===== config.mk =====
export PLATFORM = sky130hd
export DESIGN_NAME = reg_table_engine
export DESIGN_NICKNAME = d
export VERILOG_FILES = /design/src/rtl/reg_table_pkg.sv /design/src/rtl/reg_table_rsp_byte_serializer.sv /design/src/rtl/reg_table_engine.sv
export SDC_FILE = /design/constraint.sdc
export NUM_CORES = 1
export LEC_CHECK = 0
export BUFFER_PORTS_ARGS = -buffer_cell sky130_fd_sc_hd__buf_2
export CAP_MARGIN = 20
export CORE_MARGIN = 1.5
export CORE_UTILIZATION = 60
export DETAILED_ROUTE_END_ITERATION = 10
export PLACE_DENSITY = 0.8
export SLEW_MARGIN = 30
export SYNTH_ARGS = -nofsm -noshare
export SYNTH_HDL_FRONTEND = slang
export SYNTH_SLANG_ARGS = --single-unit

===== constraint.sdc =====
create_clock -name sysClk -period 3.1 [get_ports sysClk]
set_input_delay 0.775 -clock sysClk [delete_from_list [all_inputs] [get_ports sysClk]]
set_output_delay 0.775 -clock sysClk [all_outputs]
set_load 0.05 [all_outputs]

===== src/rtl/reg_table_pkg.sv =====
// Shared definitions for the register-table engine.
//   state_t        : command FSM states
//   ADDR_NUM_IMG   : read-only address that fetches the image count
//   ADDR_IMG_SIZE  : read-only address that fetches one image size
//   ERR_WORD       : response for a read of an unmapped address
//   TIMEOUT_CYC    : WAIT budget in cycles (used only with REG_TABLE_TIMEOUT_EN)
package reg_table_pkg;

   typedef enum logic [1:0] {
      ST_IDLE = 2'd0,
      ST_REQ  = 2'd1,
      ST_WAIT = 2'd2,
      ST_SEND = 2'd3
   } state_t;

   localparam logic [7:0]  ADDR_NUM_IMG  = 8'hF0;
   localparam logic [7:0]  ADDR_IMG_SIZE = 8'hF1;
   localparam logic [31:0] ERR_WORD      = 32'hDEADBEEF;
   localparam logic [15:0] TIMEOUT_CYC   = 16'd1000;

   function automatic logic is_mem_addr(input logic [7:0] addr);
      return (addr == ADDR_NUM_IMG) || (addr == ADDR_IMG_SIZE);
   endfunction

endpackage


===== src/rtl/reg_table_rsp_byte_serializer.sv =====
// Response byte serializer: loads a RSP_BYTES-wide word and streams it out
// MSB byte first over a valid/ready handshake.
// Ports:
//   sysClk, rst           clock, synchronous active-high reset
//   load, word            capture a new response (only while idle)
//   byte_out_ready        downstream accepts the current byte
//   byte_out, byte_out_valid, byte_out_last   byte stream
//   done                  handshake on the final byte this cycle
module rsp_byte_serializer #(
   parameter int RSP_BYTES = 4
) (
   input  logic                   sysClk,
   input  logic                   rst,
   input  logic                   load,
   input  logic [RSP_BYTES*8-1:0] word,
   input  logic                   byte_out_ready,
   output logic [7:0]             byte_out,
   output logic                   byte_out_valid,
   output logic                   byte_out_last,
   output logic                   done
);

   localparam int RSP_W = RSP_BYTES * 8;
   localparam int CNT_W = $clog2(RSP_BYTES) + 1;
   localparam logic [CNT_W-1:0] CNT_FULL = CNT_W'(RSP_BYTES);
   localparam logic [CNT_W-1:0] CNT_ONE  = CNT_W'(1);

   logic [RSP_W-1:0] shreg;
   // bytes still to send; zero means nothing pending
   logic [CNT_W-1:0] cnt;
   logic             take;

   assign byte_out       = shreg[RSP_W-1 -: 8];
   assign byte_out_valid = (cnt != '0);
   assign byte_out_last  = (cnt == CNT_ONE);
   assign take           = byte_out_valid & byte_out_ready;
   assign done           = take & byte_out_last;

   always_ff @(posedge sysClk) begin
      if (rst) begin
         shreg <= '0;
         cnt   <= '0;
      end else if (load) begin
         shreg <= word;
         cnt   <= CNT_FULL;
      end else if (take) begin
         // decrement only while non-zero, so the counter never wraps
         shreg <= shreg << 8;
         cnt   <= cnt - CNT_ONE;
      end
   end

endmodule


===== src/rtl/reg_table_engine.sv =====
// Register-table command engine: local read/write registers plus two
// remote read-only addresses answered by a memory interface. Read responses
// are returned as a RSP_BYTES-long byte stream, MSB first.
// Optional feature macro: REG_TABLE_TIMEOUT_EN -- abort WAIT after
// TIMEOUT_CYC cycles, answer 0xFF bytes and pulse rsp_err.
// Ports:
//   sysClk, rst                      clock, synchronous active-high reset
//   reg_addr, reg_data, reg_input_valid, cmd_ready   command port
//   jpg_size(_valid), num_both_img(_valid)           memory replies
//   read_num_img, read_img_size, img_index           memory requests
//   byte_out, byte_out_valid, byte_out_ready, byte_out_last  response stream
//   rsp_err                          illegal address / timeout pulse
//
// state   | meaning
// --------+-----------------------------------------------------------
// IDLE    | ready for a command; local writes complete here
// REQ     | one-cycle request pulse to the memory interface
// WAIT    | waiting for the matching memory reply
// SEND    | serializer streaming the response bytes
module reg_table_engine
   import reg_table_pkg::*;
#(
   parameter int NUM_REGS  = 16,
   parameter int DATA_W    = 16,
   parameter int RSP_BYTES = 4
) (
   input  logic              sysClk,
   input  logic              rst,
   input  logic [7:0]        reg_addr,
   input  logic [DATA_W:0]   reg_data,
   input  logic              reg_input_valid,
   output logic              cmd_ready,
   input  logic [31:0]       jpg_size,
   input  logic              jpg_size_valid,
   input  logic [31:0]       num_both_img,
   input  logic              num_both_img_valid,
   output logic              read_num_img,
   output logic              read_img_size,
   output logic [15:0]       img_index,
   output logic [7:0]        byte_out,
   output logic              byte_out_valid,
   input  logic              byte_out_ready,
   output logic              byte_out_last,
   output logic              rsp_err
);

   localparam int RSP_W = RSP_BYTES * 8;
   localparam int IDX_W = (NUM_REGS > 1) ? $clog2(NUM_REGS) : 1;
   localparam logic [8:0] NUM_REGS_9 = 9'(NUM_REGS);

   state_t              state_q, state_d;
   logic [DATA_W-1:0]   regs [NUM_REGS];
   logic [DATA_W-1:0]   payload;
   logic                is_read;
   logic                accept;
   logic                addr_local;
   logic [IDX_W-1:0]    rd_idx;
   logic                req_size_q;
   logic                reply_valid;
   logic [31:0]         reply;
   logic                load;
   logic [RSP_W-1:0]    load_word;
   logic                err_d;
   logic                rsp_err_q;
   logic [15:0]         img_index_q;
   logic                done;
   logic                tmo_hit;

   assign payload     = reg_data[DATA_W-1:0];
   assign is_read     = reg_data[DATA_W];
   assign accept      = reg_input_valid & cmd_ready;
   assign addr_local  = ({1'b0, reg_addr} < NUM_REGS_9);
   assign rd_idx      = reg_addr[IDX_W-1:0];
   // only the reply matching the outstanding request counts
   assign reply_valid = req_size_q ? jpg_size_valid : num_both_img_valid;
   assign reply       = req_size_q ? jpg_size : num_both_img;
   assign rsp_err     = rsp_err_q;
   assign img_index   = img_index_q;

`ifdef REG_TABLE_TIMEOUT_EN
   logic [15:0] tmo_cnt;

   // loaded in REQ so WAIT lasts exactly TIMEOUT_CYC cycles before abort
   always_ff @(posedge sysClk) begin
      if (rst) begin
         tmo_cnt <= '0;
      end else if (state_q == ST_REQ) begin
         tmo_cnt <= TIMEOUT_CYC - 16'd1;
      end else if ((state_q == ST_WAIT) && (tmo_cnt != '0)) begin
         tmo_cnt <= tmo_cnt - 16'd1;
      end
   end

   assign tmo_hit = (state_q == ST_WAIT) && (tmo_cnt == '0);
`else
   assign tmo_hit = 1'b0;
`endif

   always_comb begin
      state_d       = state_q;
      cmd_ready     = 1'b0;
      read_num_img  = 1'b0;
      read_img_size = 1'b0;
      load          = 1'b0;
      load_word     = '0;
      err_d         = 1'b0;
      case (state_q)
         ST_IDLE: begin
            cmd_ready = 1'b1;
            if (reg_input_valid) begin
               if (!is_read) begin
                  err_d = !addr_local;
               end else if (addr_local) begin
                  load      = 1'b1;
                  load_word = RSP_W'(regs[rd_idx]);
                  state_d   = ST_SEND;
               end else if (is_mem_addr(reg_addr)) begin
                  state_d = ST_REQ;
               end else begin
                  load      = 1'b1;
                  load_word = RSP_W'(ERR_WORD);
                  err_d     = 1'b1;
                  state_d   = ST_SEND;
               end
            end
         end
         ST_REQ: begin
            read_img_size = req_size_q;
            read_num_img  = !req_size_q;
            if (reply_valid) begin
               load      = 1'b1;
               load_word = RSP_W'(reply);
               state_d   = ST_SEND;
            end else begin
               state_d = ST_WAIT;
            end
         end
         ST_WAIT: begin
            if (reply_valid) begin
               load      = 1'b1;
               load_word = RSP_W'(reply);
               state_d   = ST_SEND;
            end else if (tmo_hit) begin
               load      = 1'b1;
               load_word = '1;
               err_d     = 1'b1;
               state_d   = ST_SEND;
            end
         end
         ST_SEND: begin
            if (done) state_d = ST_IDLE;
         end
         default: state_d = ST_IDLE;
      endcase
   end

   always_ff @(posedge sysClk) begin
      if (rst) begin
         state_q     <= ST_IDLE;
         rsp_err_q   <= 1'b0;
         req_size_q  <= 1'b0;
         img_index_q <= '0;
         for (int i = 0; i < NUM_REGS; i++) regs[i] <= '0;
      end else begin
         state_q   <= state_d;
         rsp_err_q <= err_d;
         if (accept) begin
            req_size_q <= (reg_addr == ADDR_IMG_SIZE);
            if (!is_read && addr_local) regs[rd_idx] <= payload;
            if (is_read && (reg_addr == ADDR_IMG_SIZE)) img_index_q <= 16'(payload);
         end
      end
   end

   rsp_byte_serializer #(
      .RSP_BYTES (RSP_BYTES)
   ) u_ser (
      .sysClk         (sysClk),
      .rst            (rst),
      .load           (load),
      .word           (load_word),
      .byte_out_ready (byte_out_ready),
      .byte_out       (byte_out),
      .byte_out_valid (byte_out_valid),
      .byte_out_last  (byte_out_last),
      .done           (done)
   );

endmodule

==> impl_metrics.toml, run 1 <==
[outcome]
status = "finished clean"

[critical_path]
path_max_fanout = 16
critPathRequiredTime_ns = 3.31
startpoint_type = "primary input"
end_kind = "flip-flop"
worst_ep_arrival_time_ns = 2.77
crit_type = "in -> reg"

[detailed_routing]
routed_wirelength_um = 37100
ant_nets = 0
viasPerCell = 6.12
routed.top_layer = "met4"
route.met3.wl_um = 3000
wl_per_cell_um = 23.8
firstDrtPassIters = 6
wl_met2_um = 18400
drc_errors = 0
vias = 9535
drt-initial-drc-count = 1029
wl_met1_um = 14200

[clock_tree]
cts_hold_buf = 0
cts_resized = 0
cts_setup_buffers = 0
path_clk_slew_ns = 0.07
cts.sinks = 311
cts_buffer_depth = 3
cts_buffers = 31
cts.htree.levels = 1
cts_root_buffer = "clkbuf_16"
cts_tree = "yes"
clock_latency_ns = 0.56

[synth]
yosys_warnings = 0
syn_avg_cell_area_um2 = 13.6
synth_area_um2 = 14700
yosys_register_bits = 311
synth.distinct_cells = 52
synth_ff_type = "edfxtp_1"
synth_area_leaders = "edfxtp_1 52%, and2_1 11%, mux4_2 8.6%, dfxtp_1 7.5%, mux2i_1 4.1%"
async_flop_share_pct = 0
synth_cells = 1081
synth_top_cell_by_area = "edfxtp_1"
synth_top_area_share_pct = 52.4
synth-edff-count = 256
synth_fp_nets = 1183
seq_area_frac_synth_pct = 60.0

[die]
fp.dieW_um = 159
die_y_um = 159
core_area_um2 = 24200
io_pins = 125
initial_core_util_pct = 60.6
fp-row-count = 57
dieArea_um2 = 25400

[min_path]
hp-class = "reg -> reg"

[power_and_ir_drop]
cellLeakagePower_nw = 6.67
combinationalPowerShare_pct = 18.7
total_power_mw = 11.1
clockPowerShare_pct = 35.8
p_sw_mw = 3.11
powerDensity_nw_per_um2 = 650
vdd_ir_drop_max_mv = 0.541
p_int_mw = 7.94
swShare_pct = 28.1
power_frac_seq_pct = 45.4

[cells_and_area]
antenna_cells = 0
layout.nets = 1313
drive_above_1_share_pct = 28.1
layout_commonest_cell = "and2_1"
final_cell_mix = "260 x and2_1, 256 x edfxtp_1, 123 x buf_2"
areaGrowthSynthToFinish_pct = 16.1

[timing]
skew_ns = 0.0159
worstMarginPinSlew_ns = 0.750
setup_viol = 0
max_slew_margin_pct = 48.7
hold_viol = 0
finalMaxSlewViolations = 0
period_share_pct = 82.4
max_freq_mhz = 392
final.setup.tns_ns = 0
grt_setup_unrepaired = "false"
min_period_ns = 2.55

[place]
gp_congestion = 0.866
port_buffers = 124
dp_hpwl_um = 25100

[global_route]
antenna_found_initial = 0
grt_max_degree = 68
grt_pass1_vias = 9664
grt_overflow_total = 0
track_usage_pct = 29.6
grt_pass1_wl_um = 56300

[run]
drv_cap = 0
## registers in the layout, summed over array words and instances, names as in the netlist
register,flops
regs,256
img_index,16
u_ser.cnt,3
u_ser.shreg,32
state_q,2
rsp_err,1
req_size_q,1
## worst max-delay path, stage by stage
cell and delay, ns:
buf_2 0.12, or4_1 0.61, nor4_4 0.40, buf_4 0.20, nand2_2 0.08, nor2_1 0.19
or2_2 0.39
## layout make-up
class	count	area (um2)
flip-flops and latches	311	8790
fillers	1579	7160
multi-input cells	675	5440
repair buffers	187	1300
clock buffers	34	787
well taps	324	405
clock inverters	23	283
inverters	5	18.8
## synth_stat cells, drive strengths merged (3+ instances only)
master and n:
o22ai 6, buf 29, edfxtp 256, clkbuf 61, nor2b 12, o21ai 6
mux4 56, a2111oi 7, nand2b 4, and2 260, nand3 5, a22oi 7
nor3 18, a311oi 4, a221oi 12, dfxtp 55, nand2 43, a221o 7
a31oi 9, or2 18, nand3b 3, o32a 5, nor2 49, a211oi 3
ha 7, o21a 4, mux2i 60, a21oi 23, mux2 22, o221ai 5
inv 5
## power groups by stage
stage / registers [mW] / clock network [mW] / logic, mW
after CTS: 5.02 / 3.97 / 2.06
after global routing: 5.05 / 4.13 / 2.22
after floorplan: 5.05 / 0 / 1.51
after detailed placement: 5.11 / 0 / 2.05
after global placement: 5.10 / 0 / 2.01
final: 5.02 / 3.96 / 2.07
## stage by stage
step	setup WS, ns	hold slack, ns	instance area (um2)	util [%]	cells
after floorplan	0.260	0.456	14700	-	1081
after global placement	0.0508	0.468	16000	66.0	1502
after detailed placement	0.0180	0.469	16000	66.0	1502
after CTS	0.552	0.493	17000	70.4	1559
after global routing	0.441	0.514	17000	70.4	1559
final	0.546	0.493	17000	70.4	1559
## cells by family (layout without fill, tap and decap cells)
logic type | Yosys count | after routing | synth area share, %
adder cells (fa/ha/maj) | 7 | 7 | 0.597
AO/OA/AOI/OAI | 105 | 105 | 5.27
multiplexers | 138 | 138 | 14.4
XOR/XNOR | 2 | 2 | 0.120
flip-flops | 311 | 311 | 60.0
AND/OR/NAND/NOR | 423 | 423 | 16.7
buffers and inverters | 95 | 249 | 2.93
## worst paths after layout
kind	start	end	slack (ns)	cells past startpoint
min	img_index[4]	img_index[4]	0.49	2
max reg2reg	state_q[0]	regs[6][14]	0.60	8
max	reg_addr[7]	regs[6][14]	0.55	7
min reg2reg	img_index[4]	img_index[4]	0.49	2
## layer usage
metal,up-vias,GRT usage [%]
li1,4243,-
met1,4694,38.1
met2,494,50.3
met3,104,4.92
met4,0,12.0
met5,-,0
(Power assumes the default switching activity.)
==> inputs of run 2 (changes only) <==
==> constraint.sdc (replaced) <==
create_clock -name sysClk -period 2.54 [get_ports sysClk]
set_input_delay 0.635 -clock sysClk [delete_from_list [all_inputs] [get_ports sysClk]]
set_output_delay 0.635 -clock sysClk [all_outputs]
set_load 0.05 [all_outputs]
==> run 2 against run 1 <==
Against the previous run: clock skew grew 0.0044 ns; sequential cell count is the same; count of clock-buffer cells in the layout grew 5; total power grew 20%; die area is the same; cell area shrank 0.15%; critical path depth grew 2; first-iteration DRC count grew 10%; global-route usage shrank 0.14 points; critical endpoint is now regs[0][7]; largest cell class unchanged.
==> impl_metrics.toml, run 2 (same netlist as run 1, synthesis figures left out) <==
[min_path]
hold_end = "req_size_q"
hp-start = "reg_input_valid"
hp-class = "in -> reg"
min_path_cells = 3

[cells_and_area]
largest_reg_flops = 256
post-route-util_pct = 70.3
final_cell_mix = "260 x and2_1, 256 x edfxtp_1, 123 x buf_2"
antenna_cells = 0
layout_commonest_cell = "and2_1"
top_register = "regs"
areaGrowthSynthToFinish_pct = 15.9
drive_above_1_share_pct = 29.0
nFillCells = 1636
layout.nets = 1328

[global_route]
track_usage_pct = 29.4
grt_pass1_wl_um = 55800
antenna_found_initial = 1
grt_max_degree = 44
grt_pass1_vias = 9366
grt_overflow_total = 0

[timing]
period_share_pct = 90.0
worstMarginPinSlew_ns = 0.635
min_period_ns = 2.29
max_slew_margin_pct = 57.6
grt_setup_unrepaired = "false"
hold_viol = 0
max_freq_mhz = 437
skew_ns = 0.0203
setup_viol = 0
finalMaxSlewViolations = 0
hold-worst-slack_ns = 0.372

[die]
core_area_um2 = 24200
fp.dieW_um = 159
dieArea_um2 = 25400
die_y_um = 159
initial_core_util_pct = 60.6
io_pins = 125
fp-row-count = 57

[detailed_routing]
viasPerCell = 6.01
vias = 9471
firstDrtPassIters = 5
wl_per_cell_um = 23.6
drt-initial-drc-count = 1134
drc_errors = 0
routed_wirelength_um = 37200
ant_nets = 0

[place]
port_buffers = 124
dp_hpwl_um = 24900
gp_congestion = 0.939

[run]
drv_cap = 0

[clock_tree]
cts.htree.levels = 1
cts_tree = "yes"
cts_setup_buffers = 0
cts_buffers = 31
cts_root_buffer = "clkbuf_16"
path_clk_slew_ns = 0.06
cts_buffer_depth = 3
cts.sinks = 311
clock_latency_ns = 0.57
cts_resized = 0
cts_hold_buf = 0

[critical_path]
crit_type = "reg -> reg"
end_kind = "flip-flop"
r2r-end = "regs[0][7]"
path_max_fanout = 16
ff2ff_setup_slack_ns = 0.25
critPathRequiredTime_ns = 2.78
reg2reg_depth = 9
rr_startpoint = "state_q[0]"
worst_ep_arrival_time_ns = 2.52
startpoint_type = "flip-flop"

[power_and_ir_drop]
powerDensity_nw_per_um2 = 783
total_power_mw = 13.3
cellLeakagePower_nw = 6.68
vdd_ir_drop_max_mv = 0.643

[outcome]
status = "finished clean"
==> run 2: cell count changes in the layout (fill, tap and decap cells not counted), sizes merged <==
cell	delta
buf	+15
inv	-1
clkbuf	+5
bufinv	-3
==> run 2: through the flow <==
stage | area, um2 | instances | setup slack [ns] | setup TNS [ns]
after global routing | 17000 | 1575 | 0.175 | 0
after CTS | 17000 | 1575 | 0.260 | 0
after detailed placement | 16000 | 1517 | -0.205 | -44.22
final | 17000 | 1575 | 0.254 | 0
after global placement | 16000 | 1517 | -0.159 | -33.01
after floorplan | 14700 | 1081 | -0.0685 | -10.24
==> run 2: worst max-delay path by stage <==
| stage | from | end | slack (ns) |
|---|---|---|---|
| after global routing | state_q[0] | regs[1][13] | 0.17 |
| after detailed placement | reg_addr[7] | regs[0][5] | -0.20 |
| after CTS | u_ser.cnt[0] | byte_out_valid | 0.26 |
| final | state_q[0] | regs[0][7] | 0.25 |
| after floorplan | reg_addr[7] | regs[15][0] | -0.07 |
| after global placement | reg_addr[7] | regs[3][5] | -0.16 |
==> run 2: routing by layer <==
layer / vias to the layer above / wire length, um / track usage (%)
li1: 4266 / - / -
met1: 4664 / 14400 / 39.8
met2: 479 / 18600 / 50.6
met3: 60 / 3190 / 3.96
met4: 2 / 1010 / 7.98
met5: - / 12 / 0
==> run 2: cell type report <==
cell class	count	area, um2	area share [%]
Clock buffer	39	836	4.92
Clock inverter	19	171	1.01
Inverter	5	18.8	0.110
Multi-Input combinational cell	675	5480	32.2
Sequential cell	311	8790	51.7
Tap cell	324	405	2.39
Timing Repair Buffer	202	1300	7.63
==> run 2: worst max-delay path: stages (launching register included) <==
cell and delay, ns:
dfxtp_1 0.33, inv_1 0.12, ha_2 0.28, nand2_1 0.14, nor4_4 0.15, buf_4 0.19
buf_4 0.12, nand2_2 0.10, nor2_1 0.19, or2_4 0.31
==> run 2: report_power, final <==
| group | switching (mW) | total [mW] | internal, mW |
|---|---|---|---|
| combinational | 1.62 | 2.62 | 0.993 |
| sequential | 0.221 | 6.14 | 5.92 |
| clock | 1.92 | 4.55 | 2.62 |
| total | 3.77 | 13.3 | 9.53 |
